$ cat src/rtl/uart_pkg.sv
// Shared UART definitions: state encoding, frame constants and the bit vote.
`timescale 1ns/1ps
package uart_pkg;

   localparam int DATA_BITS       = 8;
   localparam int UART_OVERSAMPLE = 16;
   localparam int UART_MID        = UART_OVERSAMPLE / 2;

   typedef enum logic [2:0] {
      IDLE,
      START,
      DATA,
      PARITY,
      STOP,
      WAIT_IDLE
   } uart_state_e;

   function automatic logic maj3(input logic [2:0] v);
      return (v[0] & v[1]) | (v[0] & v[2]) | (v[1] & v[2]);
   endfunction

endpackage

$ cat src/rtl/sync_ff.sv
// Multi-flop synchroniser for asynchronous pad inputs.
`timescale 1ns/1ps
module sync_ff #(
   parameter int   STAGES    = 2,
   parameter logic RESET_VAL = 1'b1
) (
   input  logic i_clk,
   input  logic i_rst_n,
   input  logic i_d,
   output logic o_q
);

   logic [STAGES-1:0] r_sync;

   always_ff @(posedge i_clk or negedge i_rst_n) begin
      if (!i_rst_n) begin
         r_sync <= {STAGES{RESET_VAL}};
      end else begin
         r_sync <= {r_sync[STAGES-2:0], i_d};
      end
   end

   assign o_q = r_sync[STAGES-1];

endmodule

$ cat src/rtl/uart_rx.sv
// Oversampling 8N1 UART receiver (8E1 when UART_RX_PARITY_EN is defined).
`timescale 1ns/1ps
module uart_rx
   import uart_pkg::*;
#(
   parameter int OVERSAMPLE  = UART_OVERSAMPLE,
   parameter int SYNC_STAGES = 2
) (
   input  logic       mclk,
   input  logic       reset_n,
   input  logic       baud_x16,
   input  logic       serial,
   output logic [7:0] data,
   output logic       data_strobe,
   output logic       framing_error,
   output logic       parity_error,
   output logic       busy
);

   localparam int MID = OVERSAMPLE / 2;
   localparam int CW  = $clog2(OVERSAMPLE);
   localparam int BW  = $clog2(DATA_BITS);

   localparam logic [CW-1:0] T_LO  = CW'(MID - 1);
   localparam logic [CW-1:0] T_MID = CW'(MID);
   localparam logic [CW-1:0] T_HI  = CW'(MID + 1);
   localparam logic [CW-1:0] T_END = CW'(OVERSAMPLE - 1);
   localparam logic [CW-1:0] T_ARM = CW'(SYNC_STAGES);
   localparam logic [BW-1:0] B_END = BW'(DATA_BITS - 1);

   uart_state_e         r_state;
   logic [CW-1:0]       r_tick;
   logic [BW-1:0]       r_bit;
   logic [1:0]          r_smp;
   logic [7:0]          r_shift;
   logic [7:0]          r_data;
   logic                r_strobe;
   logic                r_ferr;
   logic                r_armed;
   logic                w_line;
   logic                w_eval;
   logic                w_vote;
   logic [CW-1:0]       w_tick_inc;

   sync_ff #(
      .STAGES    (SYNC_STAGES),
      .RESET_VAL (1'b1)
   ) u_sync (
      .i_clk   (mclk),
      .i_rst_n (reset_n),
      .i_d     (serial),
      .o_q     (w_line)
   );

   assign w_eval     = (r_tick == T_HI);
   assign w_vote     = maj3({r_smp, w_line});
   assign w_tick_inc = (r_tick == T_END) ? '0 : r_tick + 1'b1;

`ifdef UART_RX_PARITY_EN
   logic r_perr;
   logic r_perr_pend;
`endif

   always_ff @(posedge mclk or negedge reset_n) begin
      if (!reset_n) begin
         r_state  <= IDLE;
         r_tick   <= '0;
         r_bit    <= '0;
         r_smp    <= '0;
         r_shift  <= '0;
         r_data   <= '0;
         r_strobe <= 1'b0;
         r_ferr   <= 1'b0;
         r_armed  <= 1'b0;
`ifdef UART_RX_PARITY_EN
         r_perr      <= 1'b0;
         r_perr_pend <= 1'b0;
`endif
      end else begin
         r_strobe <= 1'b0;
         r_ferr   <= 1'b0;
`ifdef UART_RX_PARITY_EN
         r_perr   <= 1'b0;
`endif
         if (baud_x16) begin
            r_tick <= w_tick_inc;
            if (r_tick == T_LO || r_tick == T_MID)
               r_smp <= {r_smp[0], w_line};
            unique case (r_state)
               IDLE: begin
                  // Out of reset a low line is a break, not a start bit
                  if (!r_armed) begin
                     if (!w_line) begin
                        r_state <= WAIT_IDLE;
                        r_tick  <= '0;
                     end else if (r_tick == T_ARM) begin
                        r_armed <= 1'b1;
                     end
                  end else if (!w_line) begin
                     r_state <= START;
                     r_tick  <= CW'(1);
                  end else begin
                     r_tick <= '0;
                  end
               end
               START: begin
                  if (w_eval) begin
                     r_state <= w_vote ? IDLE : DATA;
                     r_bit   <= '0;
                  end
               end
               DATA: begin
                  if (w_eval) begin
                     r_shift <= {w_vote, r_shift[7:1]};
                     r_bit   <= r_bit + 1'b1;
`ifdef UART_RX_PARITY_EN
                     if (r_bit == B_END) r_state <= PARITY;
`else
                     if (r_bit == B_END) r_state <= STOP;
`endif
                  end
               end
               PARITY: begin
`ifdef UART_RX_PARITY_EN
                  if (w_eval) begin
                     r_perr_pend <= w_vote ^ (^r_shift);
                     r_state     <= STOP;
                  end
`else
                  r_state <= IDLE;
`endif
               end
               STOP: begin
                  if (w_eval) begin
`ifdef UART_RX_PARITY_EN
                     r_perr <= r_perr_pend;
`endif
                     if (w_vote) begin
                        r_data   <= r_shift;
                        r_strobe <= 1'b1;
                        r_state  <= IDLE;
                     end else begin
                        r_ferr  <= 1'b1;
                        r_state <= WAIT_IDLE;
                        r_tick  <= '0;
                     end
                  end
               end
               WAIT_IDLE: begin
                  if (!w_line) begin
                     r_tick <= '0;
                  end else if (r_tick == T_END) begin
                     r_state <= IDLE;
                     r_tick  <= '0;
                     r_armed <= 1'b1;
                  end
               end
               default: r_state <= IDLE;
            endcase
         end
      end
   end

   assign data          = r_data;
   assign data_strobe   = r_strobe;
   assign framing_error = r_ferr;
   assign busy          = (r_state != IDLE);
`ifdef UART_RX_PARITY_EN
   assign parity_error  = r_perr;
`else
   assign parity_error  = 1'b0;
`endif

endmodule

$ cat config.mk
export PLATFORM = sky130hd
export DESIGN_NAME = uart_rx
export DESIGN_NICKNAME = d
export VERILOG_FILES = /design/src/rtl/uart_pkg.sv /design/src/rtl/sync_ff.sv /design/src/rtl/uart_rx.sv
export SDC_FILE = /design/constraint.sdc
export NUM_CORES = 1
export LEC_CHECK = 0
export CAP_MARGIN = 15
export CORE_MARGIN = 1
export CORE_UTILIZATION = 45
export CTS_BUF_LIST = sky130_fd_sc_hd__clkbuf_4 sky130_fd_sc_hd__clkbuf_8 sky130_fd_sc_hd__clkbuf_16
export DETAILED_ROUTE_END_ITERATION = 8
export MAX_ROUTING_LAYER = met4
export PLACE_DENSITY_LB_ADDON = 0.1
export SYNTH_ARGS = -nofsm -noshare
export SYNTH_HDL_FRONTEND = slang
export SYNTH_HIERARCHICAL = 1
export SYNTH_SLANG_ARGS = --single-unit
$ cat constraint.sdc
create_clock -name mclk -period 2.1 [get_ports mclk]
set_clock_uncertainty 0.15 [all_clocks]
set_input_delay 0.42 -clock mclk [delete_from_list [all_inputs] [get_ports mclk]]
set_output_delay 0.42 -clock mclk [all_outputs]
set_load 0.02 [all_outputs]
# Word level (Yosys, flattened, before mapping)

Index checks and enable logic that the tools add are counted.

Register bits after elaboration: 33
Latch bits: 0
RAM bits: 0
ROM bits: 0
Bits of input ports: 4
Word-level logic and storage cells: 83
Memories kept: 0

Add/subtract/negate cells: 2
$mul: 0
Div/mod/pow operators: 0
Magnitude comparators: 0
Equal/unequal tests: 17
Shift operators: 0
Mux-type cells: 38
Bitwise logic cells: 5
Reductions and logical operators: 11

Operator list:

| kind                | number |
|---|---|
| $mux 3              | 12 |
| $mux 4              | 7 |
| $pmux 3 s5          | 1 |
| $mux 1              | 14 |
| $eq 4x4->1 const B  | 3 |
| $ne 2x2->1 const B  | 6 |
| $pmux 4 s3          | 1 |
| $reduce_and 4->1    | 3 |
| $eq 3x3->1 const B  | 3 |
| $reduce_and 8->1    | 1 |
| $pmux 3 s2          | 1 |
| $add 4x1->4 const B | 1 |
| $eq 4x2->1 const B  | 1 |
| $eq 4x3->1 const B  | 1 |
| $reduce_bool 2->1   | 2 |
| $add 3x1->3 const B | 1 |
| $and 1x1->1         | 3 |
| $eq 3x1->1 const B  | 1 |
| $eq 3x2->1 const B  | 1 |
| $logic_not 3->1     | 1 |
| $reduce_and 3->1    | 1 |
| $reduce_bool 3->1   | 1 |
| $mux 2              | 1 |
| $ne 2x1->1 const B  | 1 |
| other kinds (4)     | 5 |

# Logic depth before layout (Yosys ltp)

Depth after elaboration: 7
Gate-level depth with buffers: 7

# Cells and area by module

Netlist, hierarchy kept.

Modules (own cells, without submodules):

| module  | instances | cells each | area each (um2) | sequential area each (um2) |
|---|---|---|---|---|
| uart_rx | 1         | 148        | 1640.3          | 775.7 |
| sync_ff | 1         | 2          | 52.6            | 52.6 |

# Worst setup path after synthesis

Ideal clock, no wire load.

Path type: flip-flop to flip-flop
From: register r_tick[1]
To: register r_shift[0]
Setup time: 0.125 ns
Arrival time: 1.754 ns
Data required time: 1.825 ns
Setup slack: 0.071 ns
Cell stages (with the launch flop): 7
Path buffers: 1
Period minus slack after synthesis: 2.029 ns
Cells stage by stage: dfrtp_1 > inv_1 > ha_1 > nand4b_4 > or4b_1 > buf_6 > mux2_4

Longest elaborated chain between the ends: 2

Ends and longest elaborated chain:

| element                    | RTL line       | text |
|---|---|---|
| start, declared            | uart_rx.sv:32  | `logic [CW-1:0] r_tick;` |
| start signal, assigned     | uart_rx.sv:86  | `r_tick <= w_tick_inc;` |
| $eq 4x4->1                 | uart_rx.sv:55  | `assign w_eval = (r_tick == T_HI);` |
| $reduce_and 3->1 (no line) | n/a            |  |
| end signal, assigned       | uart_rx.sv:114 | `r_shift <= {w_vote, r_shift[7:1]};` |
| end, declared              | uart_rx.sv:35  | `logic [7:0] r_shift;` |

No other way between the ends.
A chain may end at the register's enable or synchronous reset.

# Worst setup path after layout

From: input port baud_x16
To: register r_shift[5]

Longest elaborated chain between the ends: 1

Ends and longest elaborated chain:

| element                    | RTL line      | text |
|---|---|---|
| start, declared            | uart_rx.sv:11 | `input logic baud_x16,` |
| $reduce_and 3->1 (no line) | n/a           |  |

No other way between the ends.

==> impl_metrics.toml <==
[timing]
final.hold.worst_slack_ns = 0.2180
timing.fmax_mhz = 485.0
timing_hold_violations_final = 0
post-route-min-period_ns = 2.062
finalSetupTns_ns = 0
timing.final.crit_share = 0.9818
grt_setup_unrepaired = "no"
drv_slew = 0
report.final.setup_viol = 0
finalWorstSetupSlack_ns = 0.03829

[yosys]
count_of_flip_flops_with_a_built_in_enable_after_synthesis = 0
async_reset_ff_frac = 1.000
per_instance_average_area_after_synthesis_um2 = 11.29
synth-main-ff-cell = "dfrtp_1"
synth_fp_nets = 160
synth_warnings = 6
number_of_distinct_standard_cells_referenced_by_the_synthesized_netlist = 40
synthCells = 150
postSynthRegisterBits = 33
mappedNetlistArea_mm2 = 0.001693
yosysSeqAreaShare = 0.4893

[worst_setup_path]
timing.setup.critical_path_class = "input pin to flip-flop"
timing.critical_path.cells = "clkdlybuf4s50_1 -> nand4b_4 -> or4b_1 -> buf_4 -> mux2_4"
worst_path_dominant_cell_family = "buffers and inverters"
cp_slowest_stage_delay_ns = 0.53
worst_ep_arrival_time_ns = 2.07
timing.critical_path.from_type = "input pin"
slowest_stage = "clkdlybuf4s50_1"
cp.required_ns = 2.10
setup.worst_path.end_class = "flip-flop"
critical_path_peak_fanout = 8
worstPathBufferInverterCount = 2

[detailed_routing]
detail-route-antenna-nets = 0
detailedRoute.firstPassIterationCount = 4
route.vias.total = 1209
drt_first_iter_violations = 47
detail_route.drc_violations = 0
post_detailed_route_via_to_cell_ratio = 5.446
routedWlPerCell_um = 13.42
postRouteWirelength_mm = 2.980

[flow_run]
max_cap_viol_count = 0

[clock_tree]
ctsRootBufferMaster = "clkbuf_8"
cts-hold-fix-buffers = 0
clock_path_buffers = 2
tritoncts_num_sinks = 33
post_cts_repair_setup_buffers = 0
clk_pin_slew_worst_paths_ns = 0.07
clk-insertion-delay-late_ns = 0.27
cts.htree.levels = 2
post_cts_resize_count = 1
cts_buf_count = 5
cts_tree = "built"

[floorplanning]
fp.dieH_um = 63.34
start_util = 0.4881
die-width_um = 63.34
num_rows = 21
floorplan.core_area_mm2 = 0.003468
dieArea_mm2 = 0.004011
num_io_pins = 16

[global_route]
gr_busiest_metal = "met2"
grt_use_met1 = 0.2126
grt_pass1_wl_mm = 5.451
gr-usage-all-layers = 0.1819
gr-total-overflow = 0
global_route.usage.met3 = 0.04348
grt_max_degree = 34
use_met2 = 0.3059
antenna_found_initial = 0
grt_pass1_vias = 1219

[place]
buffer_ports.inserted = 14
place_hpwl_mm = 2.102
gpl.final_weighted_congestion = 0.9350
place_worst_setup_slack_ns = -0.2509

[power]
leakagePower_uw = 0.001005
power.density_cell_area_mw_per_mm2 = 1068
p_total_uw = 2217
vdd.ir_drop.worst_mv = 0.6329

[finish]
post-route-util = 0.5985
num-nets-final = 185
synthToLayoutAreaGrowth_pct = 22.62
drive_above_1_share = 0.2784
diode_count = 0

[status]
outcome = "completed"

[hold_path]
min_path_type = "flip-flop to flip-flop"
-- kinds of logic after synthesis --
logic type,synth area share
simple gates,0.1441
buf+inv,0.05912
other cells,0.002215
mux,0.1441
compound gates,0.1057
xor+xnor,0.005175
flops,0.4893
fa+ha+maj,0.05026
-- stage by stage --
stage / cell area, µm² / std cells
finish: 2076 / 222
detailed placement: 1929 / 214
global placement: 1929 / 214
floorplan: 1693 / 150
CTS: 2048 / 222
global route: 2076 / 222
-- flip-flops by register name, summed over array words and instances (netlist names) --
signal	count
r_shift	8
r_armed	1
framing_error	1
r_bit	3
r_tick	4
data_strobe	1
data	8
r_smp	2
u_sync/r_sync	2
r_state	3
-- cells in the final DEF (no fill, tap or decap), types with 2 or more instances in the layout --
cell type,instances
a21oi_1,4
a31oi_1,2
and3_1,3
buf_4,16
clkbuf_8,6
clkdlybuf4s50_1,13
dfrtp_1,31
dfstp_2,2
ha_1,5
inv_1,5
mux2_2,11
mux2_4,8
nand2_1,15
nand3_1,4
nand3b_1,3
nor2_1,6
nor2b_1,3
nor3_1,4
o211ai_1,2
o21ai_0,7
o21ai_1,2
o22ai_1,3
or4b_1,2
-- power breakdown --
| part | internal (µW) | switching, µW |
|---|---|---|
| clock network | 399 | 212 |
| registers | 719 | 57.4 |
| logic | 375 | 454 |
-- final cells by class --
| cell class | instances | area (µm²) |
|---|---|---|
| Clock buffer | 7 | 90.09 |
| Clock inverter | 1 | 30.03 |
| Fill cell | 285 | 1393 |
| Inverter | 5 | 18.77 |
| Multi-Input combinational cell | 100 | 792.0 |
| Sequential cell | 33 | 828.3 |
| Tap cell | 46 | 57.56 |
| Timing Repair Buffer | 30 | 259.0 |
-- cells in the mapped netlist, types with 2 or more instances --
cell      count  area share
dfrtp_1      31        0.46
nand2_1      15       0.033
mux2_2       11       0.073
mux2_4        8       0.071
o21ai_0       8       0.024
ha_1          6       0.044
nor2_1        6       0.013
inv_1         5       0.011
a21oi_1       4       0.012
nand3_1       4       0.012
nor3_1        4       0.012
and3_1        3       0.011
buf_4         3       0.013
buf_6         3       0.020
clkbuf_1      3      0.0067
nand3b_1      3       0.013
nor2b_1       3       0.011
o22ai_1       3       0.011
a31oi_1       2      0.0074
buf_2         2      0.0059
dfstp_2       2       0.031
o211ai_1      2      0.0089
or4b_1        2       0.012
-- routing by layer --
layer / vias up / share of wire
li1: 579 / -
met1: 602 / 0.44
met2: 26 / 0.53
met3: 2 / 0.031
met4: 0 / 0.0037
met5: - / 0
-- worst paths after layout --
path / from / end / slack, ns / cells after the start
max reg2reg: r_tick[1]$_DFFE_PN0P_ / r_shift[5]$_DFFE_PN0P_ / 0.08 / 6
min reg2reg: u_sync/r_sync[0]$_DFF_PN1_ / u_sync/r_sync[1]$_DFF_PN1_ / 0.22 / 0
max in group asynchronous: reset_n / u_sync/r_sync[1]$_DFF_PN1_ / 1.07 / 2
min in group asynchronous: reset_n / data[6]$_DFFE_PN0P_ / 0.40 / 2
max: baud_x16 / r_shift[5]$_DFFE_PN0P_ / 0.04 / 5
min: u_sync/r_sync[0]$_DFF_PN1_ / u_sync/r_sync[1]$_DFF_PN1_ / 0.22 / 0
(Power assumes the default switching activity.)
